File: src/rtl/nsa_pkg.sv
// Shared definitions for the nibble-serial adder: FSM encoding, digit width
// and the index-width helper used to size the digit counter.
package nsa_pkg;

    localparam int DIGIT_W = 4;

    typedef enum logic [1:0] {
        ST_IDLE = 2'd0,
        ST_RUN  = 2'd1,
        ST_DONE = 2'd2
    } nsa_state_e;

    // A single-digit adder still needs a one-bit index register.
    function automatic int idx_width(input int n);
        return (n > 1) ? $clog2(n) : 1;
    endfunction

endpackage

File: src/rtl/nibble_serial_adder_add_4.sv
// add_4: one 4-bit digit adder stage with carry-in and carry-out.
module add_4
    import nsa_pkg::*;
(
    input  logic [DIGIT_W-1:0] a_i,
    input  logic [DIGIT_W-1:0] b_i,
    input  logic               ci_i,
    output logic [DIGIT_W-1:0] s_o,
    output logic               co_o
);

    assign {co_o, s_o} = {1'b0, a_i} + {1'b0, b_i} + {{DIGIT_W{1'b0}}, ci_i};

endmodule

File: src/rtl/nibble_serial_adder.sv
// Digit-serial adder: one 4-bit digit per RUN cycle, LSB first, through a
// single add_4 stage. Define NIBBLE_SERIAL_ADDER_OVF_EN to add the OV output.
module nibble_serial_adder
    import nsa_pkg::*;
#(
    parameter int NIBBLES = 4
) (
    input  logic                       clk,
    input  logic                       rst,
    input  logic                       start,
    input  logic [DIGIT_W*NIBBLES-1:0] A,
    input  logic [DIGIT_W*NIBBLES-1:0] B,
    input  logic                       CI,
    output logic                       busy,
    output logic                       done,
    output logic [DIGIT_W*NIBBLES-1:0] S,
    output logic                       CO
`ifdef NIBBLE_SERIAL_ADDER_OVF_EN
    ,
    output logic                       OV
`endif
);

    localparam int W  = DIGIT_W * NIBBLES;
    localparam int IW = idx_width(NIBBLES);
    localparam logic [IW-1:0] LAST_IDX = IW'(NIBBLES - 1);

    nsa_state_e         state_q;
    logic [W-1:0]       a_q;
    logic [W-1:0]       b_q;
    logic [W-1:0]       s_q;
    logic [IW-1:0]      idx_q;
    logic [IW-1:0]      idx_d;
    logic               carry_q;
    logic               co_q;
    logic               busy_q;
    logic               done_q;

    logic [DIGIT_W-1:0] dig_a;
    logic [DIGIT_W-1:0] dig_b;
    logic [DIGIT_W-1:0] dig_s;
    logic               dig_co;

    assign dig_a = a_q[idx_q*DIGIT_W +: DIGIT_W];
    assign dig_b = b_q[idx_q*DIGIT_W +: DIGIT_W];
    assign idx_d = idx_q + 1'b1;

    add_4 u_add (
        .a_i  (dig_a),
        .b_i  (dig_b),
        .ci_i (carry_q),
        .s_o  (dig_s),
        .co_o (dig_co)
    );

`ifdef NIBBLE_SERIAL_ADDER_OVF_EN
    logic ov_q;
    logic ov_d;

    // Carry into the top bit is recovered from the stage's own bit-3 sum.
    assign ov_d = dig_a[DIGIT_W-1] ^ dig_b[DIGIT_W-1] ^ dig_s[DIGIT_W-1] ^ dig_co;
    assign OV   = ov_q;
`endif

    always_ff @(posedge clk) begin
        if (rst) begin
            state_q <= ST_IDLE;
            a_q     <= '0;
            b_q     <= '0;
            s_q     <= '0;
            idx_q   <= '0;
            carry_q <= 1'b0;
            co_q    <= 1'b0;
            busy_q  <= 1'b0;
            done_q  <= 1'b0;
`ifdef NIBBLE_SERIAL_ADDER_OVF_EN
            ov_q    <= 1'b0;
`endif
        end else begin
            done_q <= 1'b0;
            case (state_q)
                ST_IDLE, ST_DONE: begin
                    // DONE accepts start directly so operations can run back to back.
                    if (start) begin
                        a_q     <= A;
                        b_q     <= B;
                        carry_q <= CI;
                        idx_q   <= '0;
                        busy_q  <= 1'b1;
                        state_q <= ST_RUN;
                    end else begin
                        state_q <= ST_IDLE;
                    end
                end
                ST_RUN: begin
                    s_q[idx_q*DIGIT_W +: DIGIT_W] <= dig_s;
                    carry_q                       <= dig_co;
                    if (idx_q == LAST_IDX) begin
                        state_q <= ST_DONE;
                        busy_q  <= 1'b0;
                        done_q  <= 1'b1;
                        co_q    <= dig_co;
`ifdef NIBBLE_SERIAL_ADDER_OVF_EN
                        ov_q    <= ov_d;
`endif
                    end else begin
                        idx_q <= idx_d;
                    end
                end
                default: begin
                    state_q <= ST_IDLE;
                    busy_q  <= 1'b0;
                end
            endcase
        end
    end

    assign busy = busy_q;
    assign done = done_q;
    assign S    = s_q;
    assign CO   = co_q;

endmodule

File: config.mk
export PLATFORM = sky130hd
export DESIGN_NAME = nibble_serial_adder
export DESIGN_NICKNAME = d
export VERILOG_FILES = /design/src/rtl/nsa_pkg.sv /design/src/rtl/nibble_serial_adder_add_4.sv /design/src/rtl/nibble_serial_adder.sv
export SDC_FILE = /design/constraint.sdc
export NUM_CORES = 1
export LEC_CHECK = 0
export ABC_AREA = 1
export ABC_CLOCK_PERIOD_IN_PS = 5700
export CAP_MARGIN = 20
export CORE_UTILIZATION = 45
export DETAILED_ROUTE_END_ITERATION = 8
export GPL_ROUTABILITY_DRIVEN = 0
export PLACE_DENSITY_LB_ADDON = 0.3
export SYNTH_ARGS = -nofsm -noshare
export SYNTH_HDL_FRONTEND = slang
export SYNTH_SLANG_ARGS = --single-unit
File: constraint.sdc
create_clock -name clk -period 5.7 [get_ports clk]
set_input_delay 1.14 -clock clk [delete_from_list [all_inputs] [get_ports clk]]
set_output_delay 1.14 -clock clk [all_outputs]
set_load 0.02 [all_outputs]
# Word level (Yosys, flattened, before mapping)
# Cells that the tools add are included.
classes:
  n_eq_ne: 6
  n_bitwise: 1
  addsub: 4
  shift: 4
  n_reduce_logical: 9
  mux: 13
ops:
  columns: ["cell", "n"]
  rows:
  - ["4-bit negation with 34-bit output", 1]
  - ["4-bit by 34-bit variable shift with 16-bit output (first input constant)", 1]
  - ["4-bit by 34-bit indexed part select with 16-bit output", 1]
  - ["16-bit by 5-bit indexed part select with 4-bit output", 2]
  - ["16-bit bitwise mux", 1]
  - ["2-bit one-hot mux with 2 select lines", 2]
  - ["2-bit AND reduction", 4]
  - ["2-bit two-way mux", 3]
  - ["2-bit inequality test (second input constant)", 3]
  - ["4-bit by 4-bit adder with 5-bit output", 1]
  - ["5-bit by 1-bit adder with 5-bit output", 1]
  - ["1-bit two-way mux", 5]
  - ["2-bit == test (second input constant)", 2]
  - ["1-bit one-hot mux with 2 select lines", 2]
  - ["2-bit OR reduction", 2]
  - ["3-bit AND reduction", 1]
  - ["2-bit by 1-bit adder with 2-bit output (second input constant)", 1]
  - ["2-bit by 1-bit == test with 1-bit output (second input constant)", 1]
  - ["2-bit zero test", 1]
  - ["2-bit nonzero test", 1]
  - ["1-bit inverter", 1]
totals:
  reg_bits: 56
  inputBits: 36
  output_inout_bits: 19

# Logic depth before layout (Yosys ltp)
# Gate-level depths: netlist (run 1).
logic_depth:
  ltp_word: 5
  ltp_mapped: 11

# By module
# From an unflattened synthesis (run 1), not the netlist that was laid out.
hier_totals:
  hier_cells: 350
  hier_area_um2: 2502.4
modules_own_cells:
  columns: ["module", "seq_area_each_um2", "cells_per_inst", "n_inst", "area_each_um2"]
  rows:
  - ["nibble_serial_adder", 1121.1, 325, 1, 2337.2]
  - ["add_4", 0.0, 25, 1, 165.2]

# Least setup slack after synthesis (run 1)
# No wires, ideal clock.
synth_timing:
  path_type: "flip-flop to flip-flop"
  from: "register idx_q[1]"
  to: "register s_q[14] (netlist: S[14])"
  arrival_time_ps: 2312
  n_path_buf: 1
  period_less_slack_ps: 2377
  path_stages_with_launch: 12
  setup_slack_ps: 3323
  required_ps: 5635
  cell_sequence: "dfxtp_1 -> clkbuf_1 -> inv_1 -> o21ai_0 -> o22ai_1 -> fa_1 -> fa_1 -> xor2_1 -> nand2_1 -> nor2_1 -> a22oi_1 -> nor2_1"
synth_between:
  elab_chain_len: 5
  word_cells_on_any_way: 8
  cone_classes: "3 x add/sub; 4 x shift; 1 x mux"
synth_lines:
  columns: ["item", "line_no", "source"]
  rows:
  - ["from (decl)", "nibble_serial_adder.sv:32", "logic [IW-1:0] idx_q;"]
  - ["from (signal assigned)", "nibble_serial_adder.sv:107", "idx_q <= idx_d;"]
  - ["16-bit by 5-bit indexed part select with 4-bit output, on equally long branches", "nibble_serial_adder.sv:44, nibble_serial_adder.sv:45", null]
  - ["4-bit by 4-bit adder with 5-bit output", "nibble_serial_adder_add_4.sv:12", "assign {co_o, s_o} = {1'b0, a_i} + {1'b0, b_i} + {{DIGIT_W{1'b0}}, ci_i};"]
  - ["5-bit by 1-bit adder with 5-bit output", "nibble_serial_adder_add_4.sv:12", null]
  - ["4-bit by 34-bit indexed part select with 16-bit output", "nibble_serial_adder.sv:96", "s_q[idx_q*DIGIT_W +: DIGIT_W] <= dig_s;"]
  - ["16-bit bitwise mux *", "nibble_serial_adder.sv:96", null]
  - ["to (signal, indexed assignment)", "nibble_serial_adder.sv:96", null]
  - ["to (decl)", "nibble_serial_adder.sv:31", "logic [W-1:0] s_q;"]
# Every way passes the cells marked *; elsewhere a longest branch is shown, timed or not.
# A chain may end at the register's enable or synchronous reset.

# Final worst setup path (run 1)
layout_timing:
  from: "register idx_q[0]"
  to: "register s_q[6] (netlist: S[6])"
# The elaborated chain is that of the path after synthesis.

==> results.py, run 1 <==
metrics = {
    "setup_path": {
        "path_class": "flop to flop",
        "r2r_cells": 10,
        "crit_fanout": 25,
        "worst-r2r-setup-slack_ns": 2.17,
        "crit_arrival_ns": 3.77,
        "required_ns": 5.94,
        "end_kind": "flop",
        "start_kind": "flop",
    },
    "status": {
        "status": "complete, no violations",
    },
    "finish": {
        "final_common_cell": "nor2_1",
        "area_delta_synth_final_pct": 28.1,
        "regArea_um2": 1120,
        "fillCellCount": 515,
        "layout.nets": 417,
        "final_util_pct": 60.6,
        "layoutNonFillerInstCount": 441,
        "diodes": 0,
        "multiInputGateArea_um2": 1210,
        "final_layout_size_suffix_gt1_share_pct": 4.58,
        "most-common-layout-cells": "nor2_1, dfxtp_1, clkdlybuf4s50_1",
    },
    "clock_network": {
        "clkLatencyLatePin_ns": 0.31,
        "cts_resized": 0,
        "cts_root_buffer": "clkbuf_8",
        "cts_hold_buf": 0,
        "numClockSinks": 56,
        "cts_tree": "yes",
        "cts_buffer_depth": 2,
        "htree_levels": 2,
        "clk_pin_slew_ns": 0.09,
        "post_cts_buffers": 0,
        "cts_made_buffers": 5,
    },
    "timing": {
        "hold_violations": 0,
        "period_share_pct": 62.0,
        "slew_viol_final": 0,
        "fin_crit_ns": 3.53,
        "grt_setup_unrepaired": "no",
        "clock_skew_ns": 0.00650,
        "worstMarginPinSlew_ns": 0.831,
        "fmax_mhz": 283,
        "maxSlewHeadroom_pct": 44.3,
        "setup_viol": 0,
        "tns_ns": 0,
    },
    "detailed_routing": {
        "vias": 2214,
        "dr_wl_met2_mm": 2.61,
        "drt_iter0_drc": 124,
        "ant_nets": 0,
        "drc": 0,
        "first_pass_iters": 4,
        "topRoutingLayerUsed": "met4",
        "wl_mm": 5.14,
        "dr_wl_met3_um": 192,
        "vias_per_cell": 5.02,
        "post_drt_wl_per_cell_um": 11.6,
        "met1Wirelength_mm": 2.28,
    },
    "global_route": {
        "grt_max_degree": 36,
        "grt_first_pass_wirelength_mm": 8.80,
        "antenna_found_initial": 0,
        "grt_pass1_vias": 2012,
        "grt-ovfl-total": 0,
        "grtUsageTotal_pct": 20.3,
    },
    "place": {
        "dpl.cell_count": 433,
        "portBuffers": 54,
        "dp_hpwl_mm": 3.74,
    },
    "power": {
        "p_per_area_nw_per_um2": 289,
        "p_leak_nw": 1.21,
        "peakVddDrop_mv": 0.153,
    },
    "synth": {
        "syn_area_per_cell_um2": 7.53,
        "synth_cells": 325,
        "yosysWarnings": 0,
        "synth_cell_types": 24,
        "ys_top_cells_by_area": "dfxtp_1, nor2_1, o21ai_0",
        "yosysSeqAreaShare_pct": 45.8,
        "synth_top_cell_by_area": "dfxtp_1",
        "ys_seq_elements": 56,
        "synth.top_cell.area_share_pct": 45.8,
        "syn_nets": 372,
        "syn_area_um2": 2450,
    },
    "die": {
        "initial_core_util_pct": 47.3,
        "num_rows": 26,
        "fp.dieArea_um2": 5730,
        "fp.dieH_um": 75.7,
        "ios": 55,
        "coreArea_um2": 5170,
        "fp.dieW_um": 75.7,
    },
    "flow_run": {
        "drv_cap": 0,
    },
    "hold_path": {
        "hp-class": "flop to flop",
        "whs_path_depth": 2,
    },
}
-- final timing paths --
kind,from,endpoint
max reg2reg,idx_q[0]$_SDFFE_PP0P_,S[6]$_SDFFE_PP0P_
min reg2reg,S[9]$_SDFFE_PP0P_,S[9]$_SDFFE_PP0P_
min,S[9]$_SDFFE_PP0P_,S[9]$_SDFFE_PP0P_
max,idx_q[0]$_SDFFE_PP0P_,S[6]$_SDFFE_PP0P_
-- critical path, cell delays in order (launching register included) --
cell,delay [ns]
dfxtp_1,0.84
inv_1,0.55
o21ai_0,0.29
o22ai_1,0.12
fa_1,0.46
fa_1,0.43
xor2_1,0.30
nand2_1,0.09
nor2_1,0.16
a22oi_1,0.10
nor2_1,0.11
-- registers in the layout, indices dropped and copies added (netlist names) --
name	flops
busy	1
CO	1
S	16
done	1
carry_q	1
b_q	16
state_q	2
a_q	16
idx_q	2
-- layer usage --
layer / vias up / global-route usage [%]
met5: - / 0
met4: 0 / 8.02
met3: 5 / 4.89
met2: 51 / 35.4
met1: 997 / 23.9
li1: 1161 / -
-- area by class of cell --
cell class	count	area share [%]
Inverter	14	1.68
Clock buffer	7	3.07
Multi-Input combinational cell	239	38.5
Tap cell	70	2.79
Timing Repair Buffer	54	17.2
Sequential cell	56	35.8
Clock inverter	1	0.958
-- power by group --
part | total (mW) | switching (mW) | internal (mW)
sequential | 0.437 | 0.0208 | 0.416
clock | 0.278 | 0.123 | 0.155
combinational | 0.192 | 0.112 | 0.0801
-- kinds of logic (layout without fill, tap and decap cells) --
family / after synthesis / count (layout) / synth area share, %
DFF: 56 / 56 / 45.8
buffers and inverters: 30 / 76 / 4.86
xor gates and xnor gates: 1 / 1 / 0.358
adders and majority gates: 11 / 11 / 6.24
and+or+nand+nor: 145 / 145 / 24.8
AOI/OAI and AO/OA: 82 / 82 / 17.9
-- metrics by stage --
step	setup WS (ns)	power, mW	instance area, um2	hold WS, ns
global placement	2.36	0.631	3010	0.451
floorplan	3.32	0.574	2450	0.437
global route	1.85	0.962	3130	0.488
finish	2.17	0.907	3130	0.468
detailed placement	2.27	0.638	3010	0.454
CTS	2.22	0.911	3130	0.469
-- cell usage after synthesis, drive strengths merged --
cell	number
fa	2
buf	6
a211oi	3
a22oi	4
inv	12
nand2	35
clkbuf	10
o22ai	8
xor2	1
dfxtp	56
nand4	2
clkinv	2
nor2	96
o21ai	51
a21oi	16
ha	9
nand3	8
nor3	4
No activity file was read; power rests on OpenSTA's default activity.
==> run 2, diff against run 1 <==
ABC_CLOCK_PERIOD_IN_PS = 3600   (was 5700)
clock period = 3.6 ns   (was 5.7 ns; I/O delays follow)
==> run 2 against run 1 <==
Via count up 0.72%. Worst hold slack worse by 0.0024 ns. Combinational power up 68%. Final area down 0.40%. Worst setup slack worse by 1.1 ns. Critical path depth unchanged. Clock skew up 0.00057 ns. Clock-buffer cell count down 2. Critical endpoint unchanged. Largest cell class unchanged. Largest power group unchanged.
==> results.py, run 2 (same netlist as run 1, synthesis figures left out) <==
metrics = {
    "flow_run": {
        "drv_cap": 0,
    },
    "finish": {
        "area_delta_synth_final_pct": 27.6,
        "layout.nets": 423,
        "fillCellCount": 481,
        "diodes": 0,
        "most-common-layout-cells": "nor2_1, dfxtp_1, clkdlybuf4s50_1",
        "final_common_cell": "nor2_1",
        "final_layout_size_suffix_gt1_share_pct": 5.35,
    },
    "die": {
        "initial_core_util_pct": 47.3,
        "num_rows": 26,
        "fp.dieH_um": 75.7,
        "fp.dieW_um": 75.7,
        "fp.dieArea_um2": 5730,
        "ios": 55,
        "coreArea_um2": 5170,
    },
    "clock_network": {
        "cts_tree": "yes",
        "cts_buffer_depth": 2,
        "clkLatencyLatePin_ns": 0.30,
        "cts_hold_buf": 0,
        "cts_resized": 0,
        "post_cts_buffers": 0,
        "numClockSinks": 56,
        "cts_made_buffers": 5,
        "cts_root_buffer": "clkbuf_8",
        "clk_pin_slew_ns": 0.09,
        "htree_levels": 2,
    },
    "detailed_routing": {
        "drt_iter0_drc": 120,
        "topRoutingLayerUsed": "met4",
        "dr_wl_met3_um": 160,
        "dr_wl_met2_mm": 2.68,
        "vias": 2230,
        "drc": 0,
        "wl_mm": 5.27,
        "first_pass_iters": 4,
        "met1Wirelength_mm": 2.34,
        "vias_per_cell": 5.02,
        "post_drt_wl_per_cell_um": 11.9,
        "ant_nets": 0,
    },
    "timing": {
        "period_share_pct": 70.7,
        "hold_violations": 0,
        "slew_viol_final": 0,
        "fmax_mhz": 393,
        "fin_crit_ns": 2.55,
        "clock_skew_ns": 0.00707,
        "grt_setup_unrepaired": "no",
        "setup_viol": 0,
        "maxSlewHeadroom_pct": 65.5,
        "worstMarginPinSlew_ns": 0.516,
        "tns_ns": 0,
    },
    "setup_path": {
        "path_class": "flop to flop",
        "crit_fanout": 19,
        "start_kind": "flop",
        "reg2reg_to": "S[6]$_SDFFE_PP0P_",
        "r2r_cells": 10,
        "end_kind": "flop",
        "slowest_stage": "fa_1",
        "required_ns": 3.84,
        "worst-r2r-setup-slack_ns": 1.05,
        "r2r-start": "idx_q[0]$_SDFFE_PP0P_",
        "cpPeakStageDelay_ns": 0.46,
        "crit_chain": "inv_1, o21ai_0, o22ai_1, fa_1, fa_1, xor2_1, nand2_1, nor2_1, a22oi_1, nor2_1",
        "crit_arrival_ns": 2.79,
    },
    "power": {
        "peakVddDrop_mv": 0.261,
        "p_leak_nw": 1.21,
        "power.total_mw": 1.30,
        "p_per_area_nw_per_um2": 418,
    },
    "place": {
        "dp_hpwl_mm": 3.94,
        "portBuffers": 54,
    },
    "hold_path": {
        "whs_path_depth": 2,
        "holdCritStartpoint": "S[3]$_SDFFE_PP0P_",
        "whs_endpoint": "S[3]$_SDFFE_PP0P_",
        "hp-class": "flop to flop",
    },
    "global_route": {
        "antenna_found_initial": 0,
        "grtUsageTotal_pct": 20.6,
        "grt_max_degree": 36,
        "grt_first_pass_wirelength_mm": 8.94,
        "grt-ovfl-total": 0,
        "grt_pass1_vias": 2093,
    },
    "status": {
        "status": "complete, no violations",
    },
}
-- run 2: power breakdown --
part           internal (mW)  leakage, nW  switching [mW]
Combinational          0.132        0.718           0.190
Clock                  0.126       0.0359           0.174
Sequential             0.659        0.460          0.0236
-- run 2: critical path, delay by kind of cell (launching register included) --
kind / cells / cell delay (ns)
compound gates: 3 / 0.44
xor+xnor: 1 / 0.27
fa+ha+maj: 2 / 0.88
buf+inv: 1 / 0.24
flops: 1 / 0.35
simple gates: 3 / 0.32
-- run 2: final cells by class --
| cell class | instances | area (um2) | area share (%) |
|---|---|---|---|
| Inverter | 14 | 52.6 | 1.68 |
| Tap cell | 70 | 87.6 | 2.81 |
| Timing Repair Buffer | 60 | 586 | 18.8 |
| Clock buffer | 5 | 68.8 | 2.20 |
| Sequential cell | 56 | 1120 | 35.9 |
| Multi-Input combinational cell | 239 | 1210 | 38.6 |
-- run 2: how the worst max path moves through the flow --
| stage | start | end |
|---|---|---|
| 6_report | idx_q[0]$_SDFFE_PP0P_ | S[6]$_SDFFE_PP0P_ |
| 3_5_place_dp | idx_q[0]$_SDFFE_PP0P_ | S[6]$_SDFFE_PP0P_ |
| 2_1_floorplan | idx_q[1]$_SDFFE_PP0P_ | S[14]$_SDFFE_PP0P_ |
| 4_1_cts | idx_q[0]$_SDFFE_PP0P_ | S[6]$_SDFFE_PP0P_ |
| 3_3_place_gp | idx_q[0]$_SDFFE_PP0P_ | S[14]$_SDFFE_PP0P_ |
| 5_1_grt | idx_q[0]$_SDFFE_PP0P_ | S[14]$_SDFFE_PP0P_ |
-- run 2: stage by stage --
step                      cells  hold slack (ns)  utilization (%)  instance area [um2]  setup WS (ns)
after floorplan             325            0.437                -                 2450           1.22
after global placement      439            0.440             59.0                 3050           1.20
after detailed placement    439            0.457             59.0                 3050           1.09
after CTS                   444            0.470             60.4                 3120           1.06
after global routing        444            0.496             60.4                 3120          0.836
final                       444            0.465             60.4                 3120           1.05
-- run 2: metal layers --
layer,track usage (%),up-vias
met4,7.61,0
met3,3.97,8
met2,37.7,46
li1,-,1167
met1,23.9,1009
met5,0,-
==> run 3, diff against run 2 <==
ABC_CLOCK_PERIOD_IN_PS = 2050   (was 3600)
clock period = 2.05 ns   (was 3.6 ns; I/O delays follow)
==> run 3 against run 2 <==
Largest power group unchanged. Clock-buffer cell count rose by 1. Largest cell class unchanged. Non-clock buffer count rose by 10. Sequential power rose by 77%. The run now ends with negative setup slack left. Maximum frequency rose by 23%. Final area rose by 7.7%.
==> results.py, run 3 (same netlist as run 1, synthesis figures left out) <==
metrics = {
    "timing": {
        "setup_viol": 2,
        "grt_setup_unrepaired": "yes",
        "worstMarginPinSlew_ns": 0.316,
        "clock_skew_ns": 0.00767,
        "fin_crit_ns": 2.07,
        "worst_slack_ns": -0.0208,
        "fmax_mhz": 483,
        "hold_violations": 0,
        "period_share_pct": 101,
        "maxSlewHeadroom_pct": 79.0,
        "slew_viol_final": 0,
    },
    "global_route": {
        "grt_max_degree": 36,
        "grt-ovfl-total": 0,
        "grt_first_pass_wirelength_mm": 9.33,
        "grtUsageTotal_pct": 21.7,
        "antenna_found_initial": 0,
        "grt_pass1_vias": 2107,
    },
    "status": {
        "failed_checks": "negative setup slack",
        "status": "finished with violations",
    },
    "power": {
        "p_sw_share_pct": 30.8,
        "p_per_area_nw_per_um2": 752,
        "p_sw_uw": 779,
        "pwr-share-clk_pct": 24.3,
        "p_leak_nw": 1.30,
        "power.total_mw": 2.53,
        "p_int_mw": 1.75,
        "peakVddDrop_mv": 0.404,
        "power_frac_comb_pct": 27.9,
        "seqPwrFrac_pct": 47.8,
    },
    "hold_path": {
        "whs_path_depth": 2,
        "hp-class": "flop to flop",
    },
    "place": {
        "dp_hpwl_mm": 4.02,
        "dpl.cell_count": 446,
        "portBuffers": 54,
    },
    "flow_run": {
        "drv_cap": 0,
    },
    "detailed_routing": {
        "drt_iter0_drc": 128,
        "vias_per_cell": 5.01,
        "drc": 0,
        "ant_nets": 0,
        "wl_mm": 5.62,
        "vias": 2290,
        "first_pass_iters": 4,
        "post_drt_wl_per_cell_um": 12.3,
    },
    "finish": {
        "most-common-layout-cells": "nor2_1, dfxtp_1, clkdlybuf4s50_1",
        "fillCellCount": 445,
        "layout.nets": 433,
        "final_common_cell": "nor2_1",
        "final_util_pct": 65.0,
        "area_delta_synth_final_pct": 37.5,
        "diodes": 0,
        "layoutNonFillerInstCount": 457,
        "final_layout_size_suffix_gt1_share_pct": 16.0,
    },
    "setup_path": {
        "path_class": "flop to flop",
        "cpPeakStageDelay_ns": 0.56,
        "crit_chain": "buf_6, nor2_4, o22ai_2, fa_2, fa_2, nand2_2, nor2_4, nand2_1, a21oi_1",
        "start_kind": "flop",
        "crit_fanout": 5,
        "crit_arrival_ns": 2.32,
        "end_kind": "flop",
        "r2r_cells": 9,
        "slowest_stage": "fa_2",
        "required_ns": 2.30,
    },
    "clock_network": {
        "htree_levels": 2,
        "cts_made_buffers": 5,
        "cts_hold_buf": 0,
        "numClockSinks": 56,
        "cts_root_buffer": "clkbuf_8",
        "clkLatencyLatePin_ns": 0.31,
        "cts_tree": "yes",
        "cts_buffer_depth": 2,
        "clk_pin_slew_ns": 0.09,
    },
    "die": {
        "fp.dieArea_um2": 5730,
        "fp.dieH_um": 75.7,
        "num_rows": 26,
        "coreArea_um2": 5170,
        "ios": 55,
        "fp.dieW_um": 75.7,
        "initial_core_util_pct": 47.3,
    },
}
[run 3: cell count changes in the layout (fill, tap and decap cells not counted), moves of 4 or more]
cell	delta
buf_4	+8
o21ai_0	-7
nor2_1	-6
a21oi_1	-4
a21oi_2	+4
o21ai_1	+4
o22ai_1	-4
o22ai_2	+4
[run 3: metal layers]
layer,vias up,routed length (um),GRT usage [%]
li1,1187,-,-
met1,1033,2630,28.4
met2,59,2610,35.2
met3,11,254,5.03
met4,0,123,7.82
met5,-,0,0
[run 3: layout make-up]
cell class              instances  area, um2  share of cell area [%]
repair buffers                 70        677                    20.1
multi-input cells             239       1320                    39.3
inverters                      14       57.6                    1.71
well taps                      70       87.6                    2.60
clock buffers                   6       82.6                    2.46
clock inverters                 2       10.0                   0.298
flip-flops and latches         56       1130                    33.5
[run 3: path summary, 6_finish.rpt]
| check | start | end | slack (ns) |
|---|---|---|---|
| max reg2reg | idx_q[0]$_SDFFE_PP0P_ | S[13]$_SDFFE_PP0P_ | -0.02 |
| min | S[12]$_SDFFE_PP0P_ | S[12]$_SDFFE_PP0P_ | 0.47 |
| min reg2reg | S[12]$_SDFFE_PP0P_ | S[12]$_SDFFE_PP0P_ | 0.47 |
| max | idx_q[0]$_SDFFE_PP0P_ | S[13]$_SDFFE_PP0P_ | -0.02 |
[run 3: power by group through the flow]
stage	Clock, mW	Sequential [mW]	Combinational, mW
global placement	0	1.23	0.608
CTS	0.626	1.20	0.658
finish	0.613	1.21	0.706
floorplan	0	1.23	0.414
global route	0.661	1.22	0.787
detailed placement	0	1.23	0.620
[run 3: through the flow]
stage | TNS (ns) | area, um2 | hold WS, ns | worst slack, ns
floorplan | -0.308 | 2520 | 0.437 | -0.0836
global placement | -0.0208 | 3150 | 0.452 | -0.0105
detailed placement | -0.429 | 3150 | 0.455 | -0.103
CTS | -0.0648 | 3290 | 0.469 | -0.0220
global route | -0.906 | 3360 | 0.480 | -0.131
finish | -0.0344 | 3360 | 0.468 | -0.0208
[run 3: repair_timing]
action	in CTS	in global routing
pin swaps	3	7
endpoints found under the setup margin	7	14
buffers inserted	2	1
resized for setup	10	20
[run 3: worst max-delay path, delay by kind of cell, from the launching register on]
kind / cells / cell delay [ns]
AND/OR/NAND/NOR: 4 / 0.35
AO/OA/AOI/OAI: 2 / 0.20
adder cells (fa/ha/maj): 2 / 0.95
flip-flops: 1 / 0.38
buffers and inverters: 1 / 0.14
==> patch 1 (config.mk and constraints of run 2) <==
Register the output `S` once more, cleared by the reset; this adds one clock of latency there. The other outputs are not delayed to match.
--- a/src/rtl/nibble_serial_adder.sv
+++ b/src/rtl/nibble_serial_adder.sv
@@ -118,5 +118,11 @@
     assign busy = busy_q;
     assign done = done_q;
-    assign S    = s_q;
+    always_ff @(posedge clk) begin
+        if (rst) begin
+            S <= '0;
+        end else begin
+            S <= s_q;
+        end
+    end
     assign CO   = co_q;
 
Behaviour: not the same (Yosys sat finds a counterexample within 4 cycles, from zero or initial values and one cycle with rst high).
==> patch 1 against run 2 <==
  * Critical path depth is 3 lower
  * Sequential cell count is 16 higher
  * Worst hold slack worse by 0.047 ns
  * Final area is 17% higher
  * Setup slack better by 0.10 ns
  * Largest cell class is now registers
  * Sequential share of layout area is 3.4 points higher
  * Power is 38% higher
  * Global-route usage is 0.17 points higher
  * Highest routed layer unchanged
  * Combinational power is 2% lower
  * Routed wire length is 15% higher
  * Synthesized area is 18% higher
  * Clock skew hardly changed
==> patch 1: results (changes against run 2) <==
Run status
  – Outcome: completed

Finish
  – Fillers: 561 (+17%)
  – Final #Nets: 471 (+11%)
  – Layout cells sized above 1: 6.07% (+0.73 points)

Global routing
  – Largest net degree at the start of global routing: 40 (+11%)
  – Routing usage on met3: 4.84% (+0.87 points)
  – First-pass GRT wire length: 10600 um (+19%)
  – Met1 GRT Util: 23.8% (-0.16 points)
  – Tot GR Track Use: 20.8% (+0.17 points)
  – Grt met2 use: 36.3% (-1.4 points)

Place
  – DP HPWL: 4190 um (+6.3%)
  – Post-Place Cells: 488 (+11%)
  – Placed cell area: 3480 um^2 (+14%)

Synthesis
  – Yosys cell types: 27 (+13%)
  – Top cells by area, synth: dfxtp_1 (50%), nor2_1 (14%), o21ai_0 (8.1%)
  – Cells after Synth: 373 (+15%)
  – Post-synthesis sequential area ratio: 49.8% (+4.0 points)
  – Most frequent cells after synthesis: nor2_1 (107), dfxtp_1 (72), o21ai_0 (47), nand2_1 (35), inv_1 (26)
  – Post-Synth Adder-Cell Area: 5.27% (-0.97 points)

Setup path
  – CP Data Arrival Time: 2.70 ns (-0.09 ns)
  – Worst-path fanout max: 24 (+5)

CTS
  – Reg clk slew, reported paths: 0.07 ns (-0.02 ns)
  – Total CTS buffers: 9 (+4)
  – # H-tree levels: 3 (+1)

Timing
  – Post-Route Skew: 0.00686 ns (-0.000208 ns)

Power
  – Maximum resistive drop on vdd: 0.000339 V (+30%)
[patch 1: changes by cell type after synthesis, sizes merged, moves of 3 or more]
cell / change
o21ai: +3
inv: +18
a211oi: -3
dfxtp: +16
buf: +3
a21oi: -7
nor2: +14
[patch 1: kinds of logic (layout without fill, tap and decap cells)]
| family | after synthesis | count (layout) |
|---|---|---|
| compound gates | 78 | 78 |
| xor+xnor | 1 | 1 |
| fa+ha+maj | 11 | 11 |
| buf+inv | 48 | 103 |
| flops | 72 | 72 |
| simple gates | 163 | 163 |
[patch 1: per-layer routing]
| layer | up-vias | part of all wire [%] |
|---|---|---|
| met5 | - | 0 |
| met4 | 0 | 1.8 |
| met3 | 16 | 4.6 |
| met2 | 82 | 50 |
| met1 | 1152 | 44 |
| li1 | 1307 | - |
[patch 1: critical path: stages (launching register included)]
cell and delay (ns):
dfxtp_1 0.33, inv_1 0.26, o21ai_0 0.25, o22ai_1 0.12, fa_1 0.45, fa_1 0.54
nand3_1 0.13, o31ai_1 0.26
[patch 1: path summary, 6_finish.rpt]
kind,from,end,slack [ns],cells after the start
worst min-delay path,s_q[3],S[3],0.42,2
worst max-delay path,idx_q[0],s_q[5],1.16,7
worst min register to register,s_q[3],S[3],0.42,2
worst max register to register,idx_q[0],s_q[5],1.16,7
[patch 1: final cells by class]
cell class / instances / area, um^2 / share of cell area (%)
Timing Repair Buffer: 58 / 571 / 15.6
Sequential cell: 72 / 1440 / 39.3
Clock inverter: 4 / 45.0 / 1.23
Multi-Input combinational cell: 253 / 1260 / 34.4
Inverter: 30 / 113 / 3.07
Tap cell: 75 / 93.8 / 2.56
Clock buffer: 11 / 141 / 3.86
[patch 1: through the flow]
stage               hold slack [ns]  setup slack, ns
detailed placement            0.409             1.17
floorplan                     0.400             1.31
CTS                           0.420             1.17
global placement              0.408             1.22
global route                  0.445            0.934
finish                        0.418             1.16
[patch 1: power by group through the flow]
stage          sequential (mW)  combinational [mW]  clock (mW)
2_1_floorplan            0.877               0.211           0
3_3_place_gp             0.880               0.306           0
3_5_place_dp             0.880               0.313           0
4_1_cts                  0.862               0.316       0.625
5_1_grt                  0.866               0.361       0.664
6_report                 0.862               0.317       0.614
==> patch 2 (flow settings as in run 2) <==
Made on the original files. `NIBBLES`: 4 -> 3.
--- a/src/rtl/nibble_serial_adder.sv
+++ b/src/rtl/nibble_serial_adder.sv
@@ -4,5 +4,5 @@
     import nsa_pkg::*;
 #(
-    parameter int NIBBLES = 4
+    parameter int NIBBLES = 3
 ) (
     input  logic                       clk,
Ports: changed (resized A, B and S); port bits go from 55 to 43. The function was not compared with the original's and may differ.
==> patch 2 against run 2 <==
  * Synthesized cell count is 20% lower
  * Sequential cell count is 12 lower
  * Setup slack worse by 0.055 ns
  * Synthesized area is 20% lower
  * Final area is 20% lower
  * Routed wire length is 23% lower
  * Power is 17% lower
  * Global-route usage is 0.32 points higher
  * Critical path type unchanged
  * Critical endpoint is now CO
==> patch 2: results (changes against run 2) <==
Place
  – DP HPWL: 3010 um (-24%)
  – Placed cell area: 2400 um^2 (-21%)
  – Port bufs: 42 (-22%)
  – Post-Place Cells: 341 (-22%)

Route
  – Metal-1 WL: 1960 um (-16%)
  – Initial DRC Count: 69 (-43%)
  – WL per Instance: 11.7 um (-1.6%)
  – Met3 Routed Length: 180 um (+13%)

Power
  – Pint: 756 uW (-18%)
  – Maximum resistive drop on vdd: 0.000300 V (+15%)
  – Clk pwr share: 26.7% (+3.7 points)
  – Leak: 0.986 nW (-19%)
  – Combinational share of power: 22.6% (-2.1 points)
  – Clock group power: 288 uW (-4%)

Synthesis
  – Most frequent cells after synthesis: nor2_1 (66), dfxtp_1 (44), o21ai_0 (38), nand2_1 (26), a21oi_1 (16)
  – Syn_nets: 298 (-20%)
  – Post-synthesis sequential area ratio: 44.8% (-1.1 points)
  – Cells after Synth: 260 (-20%)
  – Yosys cell types: 26 (+8.3%)

Setup path
  – Slowest Stage Delay on Critical Path: 0.59 ns (+0.13 ns)
  – Slowest cell on crit path: dfxtp_1
  – Crit Reg-Reg Startpoint: idx_q[1]
  – CP Data Arrival Time: 2.78 ns (about the same)
  – R2R setup slack: 1.0 ns (-0.06 ns)

Run status
  – Outcome: completed

Timing
  – Slew Limit Headroom: 57.8% (-7.7 points)
  – Final hold slack: 0.463 ns (-0.00272 ns)
  – Post-Route Skew: 0.00702 ns (-0.0000539 ns)

Finish
  – Final Non-Filler Cells: 348 (-22%)
  – Fillers: 396 (-18%)
  – Layout cells sized above 1: 5.70% (+0.36 points)

Global routing
  – Tot GR Track Use: 21.0% (+0.32 points)
  – Routing usage on met3: 6.17% (+2.2 points)
patch 2: cell types whose count changed in the layout (fill, tap and decap cells not counted), moves of 2 or more:
cell             before  now
nand3_1               8   14
o21ai_1               0    4
dfxtp_1              56   44
nor2_1               93   66
inv_2                 1    4
nand2_2               4    1
a211oi_1              3    1
o21ai_0              51   38
clkdlybuf4s50_1      54   42
o22ai_1               8    0
nand2_1              31   26
buf_4                 6    1
clkinv_1              2    0
a22oi_1               4    2
patch 2: cells by family (layout without fill, tap and decap cells):
family / count (synthesis) / count (layout) / share of synthesized area [%]
DFF: 44 / 44 / 44.8
and+or+nand+nor: 116 / 116 / 25.6
adders and majority gates: 10 / 10 / 7.12
buffers and inverters: 26 / 64 / 5.40
xor gates and xnor gates: 1 / 1 / 0.445
AOI/OAI and AO/OA: 63 / 63 / 16.7
patch 2: worst max-delay path by stage:
stage / slack, ns / depth (start not counted) / to
5_1_grt: 0.82 / 9 / S[9]
3_3_place_gp: 1.21 / 9 / S[6]
4_1_cts: 1.07 / 8 / CO
3_5_place_dp: 1.08 / 8 / CO
2_1_floorplan: 1.29 / 9 / carry_q
6_report: 1.0 / 8 / CO
patch 2: worst register-to-register path: stages, from the launching register on:
cell and delay, ns:
dfxtp_1 0.59, inv_1 0.27, o21ai_0 0.14, o21ai_0 0.15
fa_1 0.46, fa_1 0.41, a21o_1 0.17, a21oi_1 0.19
a21oi_1 0.10
patch 2: final cells by class:
cell class	instances	area, um^2	share of cell area, %
tap	50	62.6	2.52
inverter	14	52.6	2.12
clock buffer	6	72.6	2.92
timing repair buffer	43	428	17.2
clock inverter	1	5.00	0.202
multi-input combinational	190	981	39.5
sequential	44	881	35.5
